$ cat config.mk
export PLATFORM = sky130hd
export DESIGN_NAME = toast_if_stage
export DESIGN_NICKNAME = d
export VERILOG_FILES = /design/src/rtl/toast_if_stage_pkg.sv /design/src/rtl/toast_if_stage_pc_gen.sv /design/src/rtl/toast_if_stage.sv
export SDC_FILE = /design/constraint.sdc
export NUM_CORES = 1
export LEC_CHECK = 0
export ABC_AREA = 1
export BUFFER_PORTS_ARGS = -buffer_cell sky130_fd_sc_hd__clkbuf_2
export CAP_MARGIN = 30
export CORE_MARGIN = 3
export CORE_UTILIZATION = 55
export CTS_BUF_LIST = sky130_fd_sc_hd__clkbuf_4 sky130_fd_sc_hd__clkbuf_8
export DETAILED_ROUTE_END_ITERATION = 8
export MAX_ROUTING_LAYER = met4
export PLACE_DENSITY = 0.79
export SLEW_MARGIN = 20
export SYNTH_ARGS = -nofsm -noshare
export SYNTH_HDL_FRONTEND = slang
export SYNTH_SLANG_ARGS = --single-unit
$ cat constraint.sdc
create_clock -name clk_i -period 2.8 [get_ports clk_i]
set_clock_uncertainty 0.05 [all_clocks]
set_input_delay 0.14 -clock clk_i [delete_from_list [all_inputs] [get_ports clk_i]]
set_output_delay 0.14 -clock clk_i [all_outputs]
set_load 0.02 [all_outputs]
$ cat src/rtl/toast_if_stage_pkg.sv
// Shared constants and state encoding for the TOAST instruction-fetch stage.
package toast_if_stage_pkg;

    localparam int unsigned  XLEN_DEF      = 32;
    localparam logic [31:0]  RESET_PC_DEF  = 32'h0000_0000;
    localparam logic [31:0]  NOP_INSTR_DEF = 32'h0000_0013;   // addi x0,x0,0

    // Fetch sequencer states
    typedef enum logic [2:0] {
        S_IDLE  = 3'd0,   // one cycle after reset, no request
        S_FETCH = 3'd1,   // request on the bus, waiting for gnt
        S_WAIT  = 3'd2,   // granted, waiting for rvalid
        S_HOLD  = 3'd3,   // response parked while ID stalls
        S_DRAIN = 3'd4    // redirected, next rvalid is stale
    } if_state_e;

endpackage

$ cat src/rtl/toast_if_stage_pc_gen.sv
// Fetch PC register: +4 on each granted request, redirect to a word-aligned target.
module toast_if_stage_pc_gen
    import toast_if_stage_pkg::*;
#(
    parameter int unsigned           W        = XLEN_DEF,
    parameter logic [W-1:0]          RESET_PC = W'(RESET_PC_DEF)
) (
    input  logic         i_clk,
    input  logic         i_reset,
    input  logic         i_advance,
    input  logic         i_redirect,
    input  logic [W-1:0] i_dest,
    output logic [W-1:0] o_pc
);

    logic [W-1:0] r_pc;
    logic [W-1:0] w_pc_inc;
    logic [W-1:0] w_dest_aligned;

    // Wraps naturally modulo 2^W
    assign w_pc_inc       = r_pc + W'(4);
    assign w_dest_aligned = i_dest & ~W'(3);

    // Redirect beats the increment when both land in the same cycle
    always_ff @(posedge i_clk) begin
        if (i_reset)
            r_pc <= RESET_PC;
        else if (i_redirect)
            r_pc <= w_dest_aligned;
        else if (i_advance)
            r_pc <= w_pc_inc;
    end

    assign o_pc = r_pc;

endmodule

$ cat src/rtl/toast_if_stage.sv
// TOAST IF stage: single-outstanding instruction fetch with stall hold buffer,
// branch redirect with stale-response drain, and bubble insertion on flush.
module toast_if_stage
    import toast_if_stage_pkg::*;
#(
    parameter int unsigned                REG_DATA_WIDTH = XLEN_DEF,
    parameter logic [REG_DATA_WIDTH-1:0]  RESET_PC       = REG_DATA_WIDTH'(RESET_PC_DEF),
    parameter logic [REG_DATA_WIDTH-1:0]  NOP_INSTR      = REG_DATA_WIDTH'(NOP_INSTR_DEF)
) (
    input  logic                      clk_i,
    input  logic                      reset_i,
    input  logic                      stall_i,
    input  logic                      flush_i,
    input  logic                      branch_en_i,
    input  logic [REG_DATA_WIDTH-1:0] branch_dest_i,
    output logic                      imem_req_o,
    output logic [REG_DATA_WIDTH-1:0] imem_addr_o,
    input  logic                      imem_gnt_i,
    input  logic                      imem_rvalid_i,
    input  logic [REG_DATA_WIDTH-1:0] imem_rdata_i,
    output logic [REG_DATA_WIDTH-1:0] IF_pc_o,
    output logic [REG_DATA_WIDTH-1:0] IF_instruction_o,
    output logic                      IF_valid_o
);

    localparam int unsigned W = REG_DATA_WIDTH;

    if_state_e    r_state;
    logic [W-1:0] r_req_pc;       // address of the request in flight
    logic [W-1:0] r_hold_pc;
    logic [W-1:0] r_hold_instr;
    logic [W-1:0] r_pc;
    logic [W-1:0] r_instr;
    logic         r_vld;

    logic [W-1:0] w_fetch_pc;
    logic         w_gnt_fire;
    logic         w_rsp_live;
    logic         w_in_flight;

    assign w_gnt_fire = (r_state == S_FETCH) && imem_gnt_i;
    // Only a response in WAIT belongs to the current stream; IDLE/FETCH/DRAIN ignore rvalid
    assign w_rsp_live = (r_state == S_WAIT) && imem_rvalid_i;
    // A response is still owed after this edge: drain it if we redirect now
    assign w_in_flight = w_gnt_fire ||
                         (((r_state == S_WAIT) || (r_state == S_DRAIN)) && !imem_rvalid_i);

    toast_if_stage_pc_gen #(
        .W        (W),
        .RESET_PC (RESET_PC)
    ) u_pc_gen (
        .i_clk      (clk_i),
        .i_reset    (reset_i),
        .i_advance  (w_gnt_fire),
        .i_redirect (branch_en_i),
        .i_dest     (branch_dest_i),
        .o_pc       (w_fetch_pc)
    );

    assign imem_req_o  = (r_state == S_FETCH);
    assign imem_addr_o = w_fetch_pc;

    // Fetch sequencer, hold buffer and IF output register
    always_ff @(posedge clk_i) begin
        if (reset_i) begin
            r_state      <= S_IDLE;
            r_req_pc     <= '0;
            r_hold_pc    <= '0;
            r_hold_instr <= '0;
            r_pc         <= '0;
            r_instr      <= NOP_INSTR;
            r_vld        <= 1'b0;
        end else if (branch_en_i) begin
            // Redirect: squash everything on the old path, keep the pc field
            r_state      <= w_in_flight ? S_DRAIN : S_FETCH;
            r_hold_pc    <= '0;
            r_hold_instr <= '0;
            r_instr      <= NOP_INSTR;
            r_vld        <= 1'b0;
        end else begin
            unique case (r_state)
                S_IDLE:  r_state <= S_FETCH;
                S_FETCH: begin
                    if (imem_gnt_i) begin
                        r_req_pc <= w_fetch_pc;
                        r_state  <= S_WAIT;
                    end
                end
                S_WAIT: begin
                    if (imem_rvalid_i) begin
                        if (stall_i) begin
                            r_hold_pc    <= r_req_pc;
                            r_hold_instr <= imem_rdata_i;
                            r_state      <= S_HOLD;
                        end else begin
                            r_state <= S_FETCH;
                        end
                    end
                end
                S_HOLD:  if (!stall_i) r_state <= S_FETCH;
                S_DRAIN: if (imem_rvalid_i) r_state <= S_FETCH;
                default: r_state <= S_IDLE;
            endcase

            // Flush only touches the output register; the fetch side carries on
            if (flush_i) begin
                r_instr <= NOP_INSTR;
                r_vld   <= 1'b0;
            end else if (!stall_i) begin
                if (w_rsp_live) begin
                    r_pc    <= r_req_pc;
                    r_instr <= imem_rdata_i;
                    r_vld   <= 1'b1;
                end else if (r_state == S_HOLD) begin
                    r_pc    <= r_hold_pc;
                    r_instr <= r_hold_instr;
                    r_vld   <= 1'b1;
                end else begin
                    r_instr <= NOP_INSTR;
                    r_vld   <= 1'b0;
                end
            end
        end
    end

    assign IF_pc_o          = r_pc;
    assign IF_instruction_o = r_instr;
    assign IF_valid_o       = r_vld;

endmodule
Word level (Yosys, flattened, before mapping)
Cells that the tools add are included.

cells by class
  add/sub/neg operators = 1
  equality and inequality tests = 8
  multiplexer cells = 16
  bitwise operators = 3
  reduce and logical (&&, ||, !) cells = 15

operator list
  operator               number
  $mux 32                6
  $add 32x3->32 const B  1
  $mux 3                 6
  $pmux 3 s5             1
  $ne 3x3->1 const B     3
  $reduce_and 4->1       2
  $eq 3x2->1 const B     2
  $reduce_and 3->1       2
  $reduce_bool 2->1      2
  $eq 3x1->1 const B     1
  $eq 3x3->1 const B     1
  $logic_and 1x1->1      3
  $logic_not 3->1        1
  $ne 3x2->1 const B     1
  $not 1->1              3
  $reduce_or 3->1        1
  $logic_or 1x1->1       2
  $mux 1                 2
  $mux 2                 1
  $reduce_or 2->1        1
  $logic_not 1->1        1

word-level totals
  register bits after elaboration = 196
  input bits = 71
  output and inout bits = 98
  logic and storage cells = 52

Depth between registers and ports, before layout
  depth in word-level cells = 6
  mapped depth = 11

Cells and area by module
From an unflattened synthesis, not the netlist that was laid out.

unflattened totals
  cells, all modules = 1185
  area, all modules = 8624.5 µm²

modules (own cells, without submodules)
  module                 times used  cells an instance  area an instance (µm²)  seq. area each (µm²)
  toast_if_stage         1           859                6523.8                  3283.1
  toast_if_stage_pc_gen  1           326                2100.8                  600.6

Worst setup path after synthesis
No wires, ideal clock.

  path kind = reg-to-reg
  start point = register u_pc_gen.r_pc[3], in the netlist u_pc_gen.o_pc[3]
  end point = register u_pc_gen.r_pc[26], in the netlist u_pc_gen.o_pc[26]
  arrival = 1.575 ns
  setup slack = 1.043 ns
  cell stages (with the launch flop) = 11
  path buffers = 0
  period minus slack after synthesis = 1.757 ns
  path through = dfxtp_1 ha_1 nand2_1 nor2_1 nand2_1 nor2_2 nand2_1 nand2_1 nand3_1 nand2_1 a21oi_1

on the way
  cells in the longest elaborated chain, start to end = 3

RTL lines
  what                    RTL line                     text
  from (decl)             toast_if_stage_pc_gen.sv:16  logic [W-1:0] r_pc;
  from (signal assigned)  toast_if_stage_pc_gen.sv:29  r_pc <= w_dest_aligned;
  from (signal assigned)  toast_if_stage_pc_gen.sv:31  r_pc <= w_pc_inc;
  $add 32x3->32           toast_if_stage_pc_gen.sv:21  assign w_pc_inc = r_pc + W'(4);
  $mux 32                 toast_if_stage_pc_gen.sv:30  else if (i_advance)
  $mux 32                 toast_if_stage_pc_gen.sv:28  else if (i_redirect)

Every way passes these cells. The select of a mux whose other input is x is not followed.
A chain may end at the register's enable or synchronous reset.

Worst setup path in the final report
  start point = register r_state[2]
  end point = register r_hold_instr[20]

on the way
  cells in the longest elaborated chain, start to end = 2

RTL lines
  what                               RTL line              text
  from (decl)                        toast_if_stage.sv:28  if_state_e r_state;
  from (signal assigned)             toast_if_stage.sv:75  r_state <= w_in_flight ? S_DRAIN : S_FETCH;
  $eq 3x2->1                         toast_if_stage.sv:81  unique case (r_state)
  $reduce_and 3->1 (no source line)  --
  to (signal assigned)               toast_if_stage.sv:93  r_hold_instr <= imem_rdata_i;
  to (decl)                          toast_if_stage.sv:31  logic [W-1:0] r_hold_instr;

Every way passes these cells.

==> impl_metrics.yaml <==
status:
  status: "finished, final reports clean"
place:
  placed_area_um2: 9030
  dp.cells: 1450
  dpl.hpwl_mm: 13.7
  place_congestion: 0.945
  portBuffers: 162
global_route:
  grt_pass1_vias: 7127
  overflow: 0
  track_usage_pct: 26.5
  grt_max_degree: 67
  antenna_found_initial: 0
  grt_first_pass_wirelength_mm: 34.7
timing:
  post-route-period-util_pct: 76.2
  fin_setup_tns_ns: 0
  final-hold-violation-count: 0
  drv_slew: 0
  max_clock_freq_ghz: 0.469
  rsz0062_at_grt: "false"
  slew_headroom_pct: 54.7
  worst_pin_slew_ns: 0.678
  finalCriticalPeriod_ns: 2.13
  setup_violations: 0
final_layout:
  drive_above_1_share_pct: 16.7
  fin_cells: 1541
  stdcell_area_um2: 10100
  final_cell_mix: "nand2_1, dfxtp_1, clkbuf_2"
  finalNetCount: 1416
  syn2layout_area_growth_pct: 22.5
  mostFrequentLayoutCell: "nand2_1"
  final_core_util_pct: 68.9
  diodes: 0
floorplan:
  core-area_um2: 14600
  initial_core_util_pct: 56.3
  placementRows: 44
  die_w_um: 128
  dieHeight_um: 128
  ioPinCount: 169
  dieArea_um2: 16400
setup_path:
  crit_arrival_ns: 2.46
  required_ns: 3.12
  slowest_stage: "inv_2"
  critPathMaxFanout: 44
  crit_type: "reg -> reg"
  r2r_setup_slack_ns: 0.67
  critPathLaunchType: "flop"
  crit_chain: "inv_1 > nand2_1 > nor2_2 > nand2_2 > nor2_4 > buf_4 > inv_2 > o21ai_0 > a21oi_1"
  end_kind: "flop"
  max_stage_delay_ns: 0.52
synth:
  synth-seq-cells: 188
  syn_avg_cell_area_um2: 7.06
  ys_seq_area_share_pct: 45.8
  synth_cell_types: 31
  synth_cells: 1163
  synth_warnings: 0
  syn_area_um2: 8210
routing:
  dr.pass1.iters: 6
  vias: 8098
  drt_first_iter_violations: 823
  drc: 0
  drtAntennaViolNets: 0
  via_per_inst: 5.26
  wl_per_cell_um: 13.8
  wl_mm: 21.3
clock_tree:
  postCtsSetupRepairBufs: 0
  cts_buffers: 17
  cts_buffer_depth: 2
  hold_buffers: 59
  clkSinkCount: 188
  clk_latency_ns: 0.46
  clk_pin_slew_ns: 0.09
  cts_resized: 0
  tritoncts: "done"
  h-tree-depth: 4
  cts-root-buf: "clkbuf_8"
pwr:
  irDropWorstVdd_mv: 0.293
  p_per_area_nw_per_um2: 529
  leakagePower_uw: 0.00392
hold_path:
  min_path_type: "in -> reg"
run:
  max_cap_violations: 0
## cell type report
class                           instances  area, um^2
Timing Repair Buffer                  237        1530
Clock inverter                          8         106
Tap cell                              184         230
Clock buffer                           24         324
Sequential cell                       188        3760
Multi-Input combinational cell        805        3740
Fill cell                            1247        4530
Inverter                               95         357
## power by group
part	switching [uW]	leakage (uW)	internal (uW)
Combinational	396	0.00218	227
Clock	918	0.000215	950
Sequential	78.5	0.00153	2750
## through the flow
step | power, uW | hold WS, ns | setup slack (ns)
after floorplan | 3250 | 0.225 | 1.04
after global placement | 3430 | 0.331 | 0.903
after detailed placement | 3440 | 0.337 | 0.826
after CTS | 5340 | 0.00167 | 0.824
after global routing | 5550 | 0.0777 | 0.505
final | 5320 | 0.0344 | 0.666
## logic make-up after synthesis
group,count (synthesis),synth area share [%]
xor gates and xnor gates,12,1.28
buffers and inverters,173,8.73
and+or+nand+nor,470,22.9
other,1,0.0457
AOI/OAI and AO/OA,318,21.1
DFF,188,45.8
adders and majority gates,1,0.152
## flip-flops by register name, summed over array words and instances (netlist names)
register / count
IF_valid_o: 1
IF_instruction_o: 32
IF_pc_o: 30
r_hold_pc: 30
r_hold_instr: 32
r_req_pc: 30
r_state: 3
u_pc_gen.o_pc: 30
## routing by layer
metal / track usage, % / wire length (um) / up-vias
li1: - / - / 4181
met1: 37.0 / 9650 / 3576
met2: 38.5 / 9630 / 305
met3: 5.71 / 1660 / 36
met4: 7.87 / 356 / 0
met5: - / 0 / -
## path summary, 6_finish.rpt
kind	start	end	depth (start not counted)
setup reg to reg	r_state[2]	r_hold_instr[20]	9
hold reg to reg	r_hold_instr[26]	r_hold_instr[26]	2
hold / removal	branch_dest_i[29]	u_pc_gen.o_pc[29]	5
setup / recovery	r_state[2]	r_hold_instr[20]	9
## cells in the mapped netlist
| cell type | n | share of area, % |
|---|---|---|
| nand2_1 | 270 | 12 |
| xnor2_1 | 2 | 0.21 |
| a31oi_1 | 22 | 1.7 |
| and2_1 | 1 | 0.076 |
| buf_4 | 10 | 0.91 |
| a21oi_1 | 122 | 7.4 |
| o221ai_1 | 5 | 0.53 |
| clkbuf_1 | 44 | 2.0 |
| buf_1 | 5 | 0.23 |
| nor2_4 | 2 | 0.27 |
| dfxtp_1 | 188 | 46 |
| inv_2 | 6 | 0.27 |
| o211ai_1 | 1 | 0.091 |
| o21ai_0 | 125 | 7.6 |
| clkinv_1 | 1 | 0.046 |
| nor2_1 | 127 | 5.8 |
| a21o_1 | 1 | 0.091 |
| o21ai_1 | 11 | 0.67 |
| buf_6 | 1 | 0.14 |
| xor2_1 | 10 | 1.1 |
| a21oi_4 | 1 | 0.20 |
| inv_1 | 88 | 4.0 |
| a211oi_1 | 30 | 2.7 |
| nor2_2 | 6 | 0.46 |
| buf_2 | 16 | 0.98 |
| ha_1 | 1 | 0.15 |
| nand4_1 | 1 | 0.076 |
| nand2_2 | 1 | 0.076 |
| conb_1 | 1 | 0.046 |
| clkbuf_2 | 2 | 0.12 |
| nand3_1 | 62 | 3.8 |
## worst max-delay path: cells and delay by family, from the launching register on
| kind | cells | cell delay [ns] |
|---|---|---|
| and+or+nand+nor | 4 | 0.33 |
| DFF | 1 | 0.40 |
| AOI/OAI and AO/OA | 2 | 0.45 |
| buffers and inverters | 3 | 0.81 |
Power figures use the tool's default switching activity.
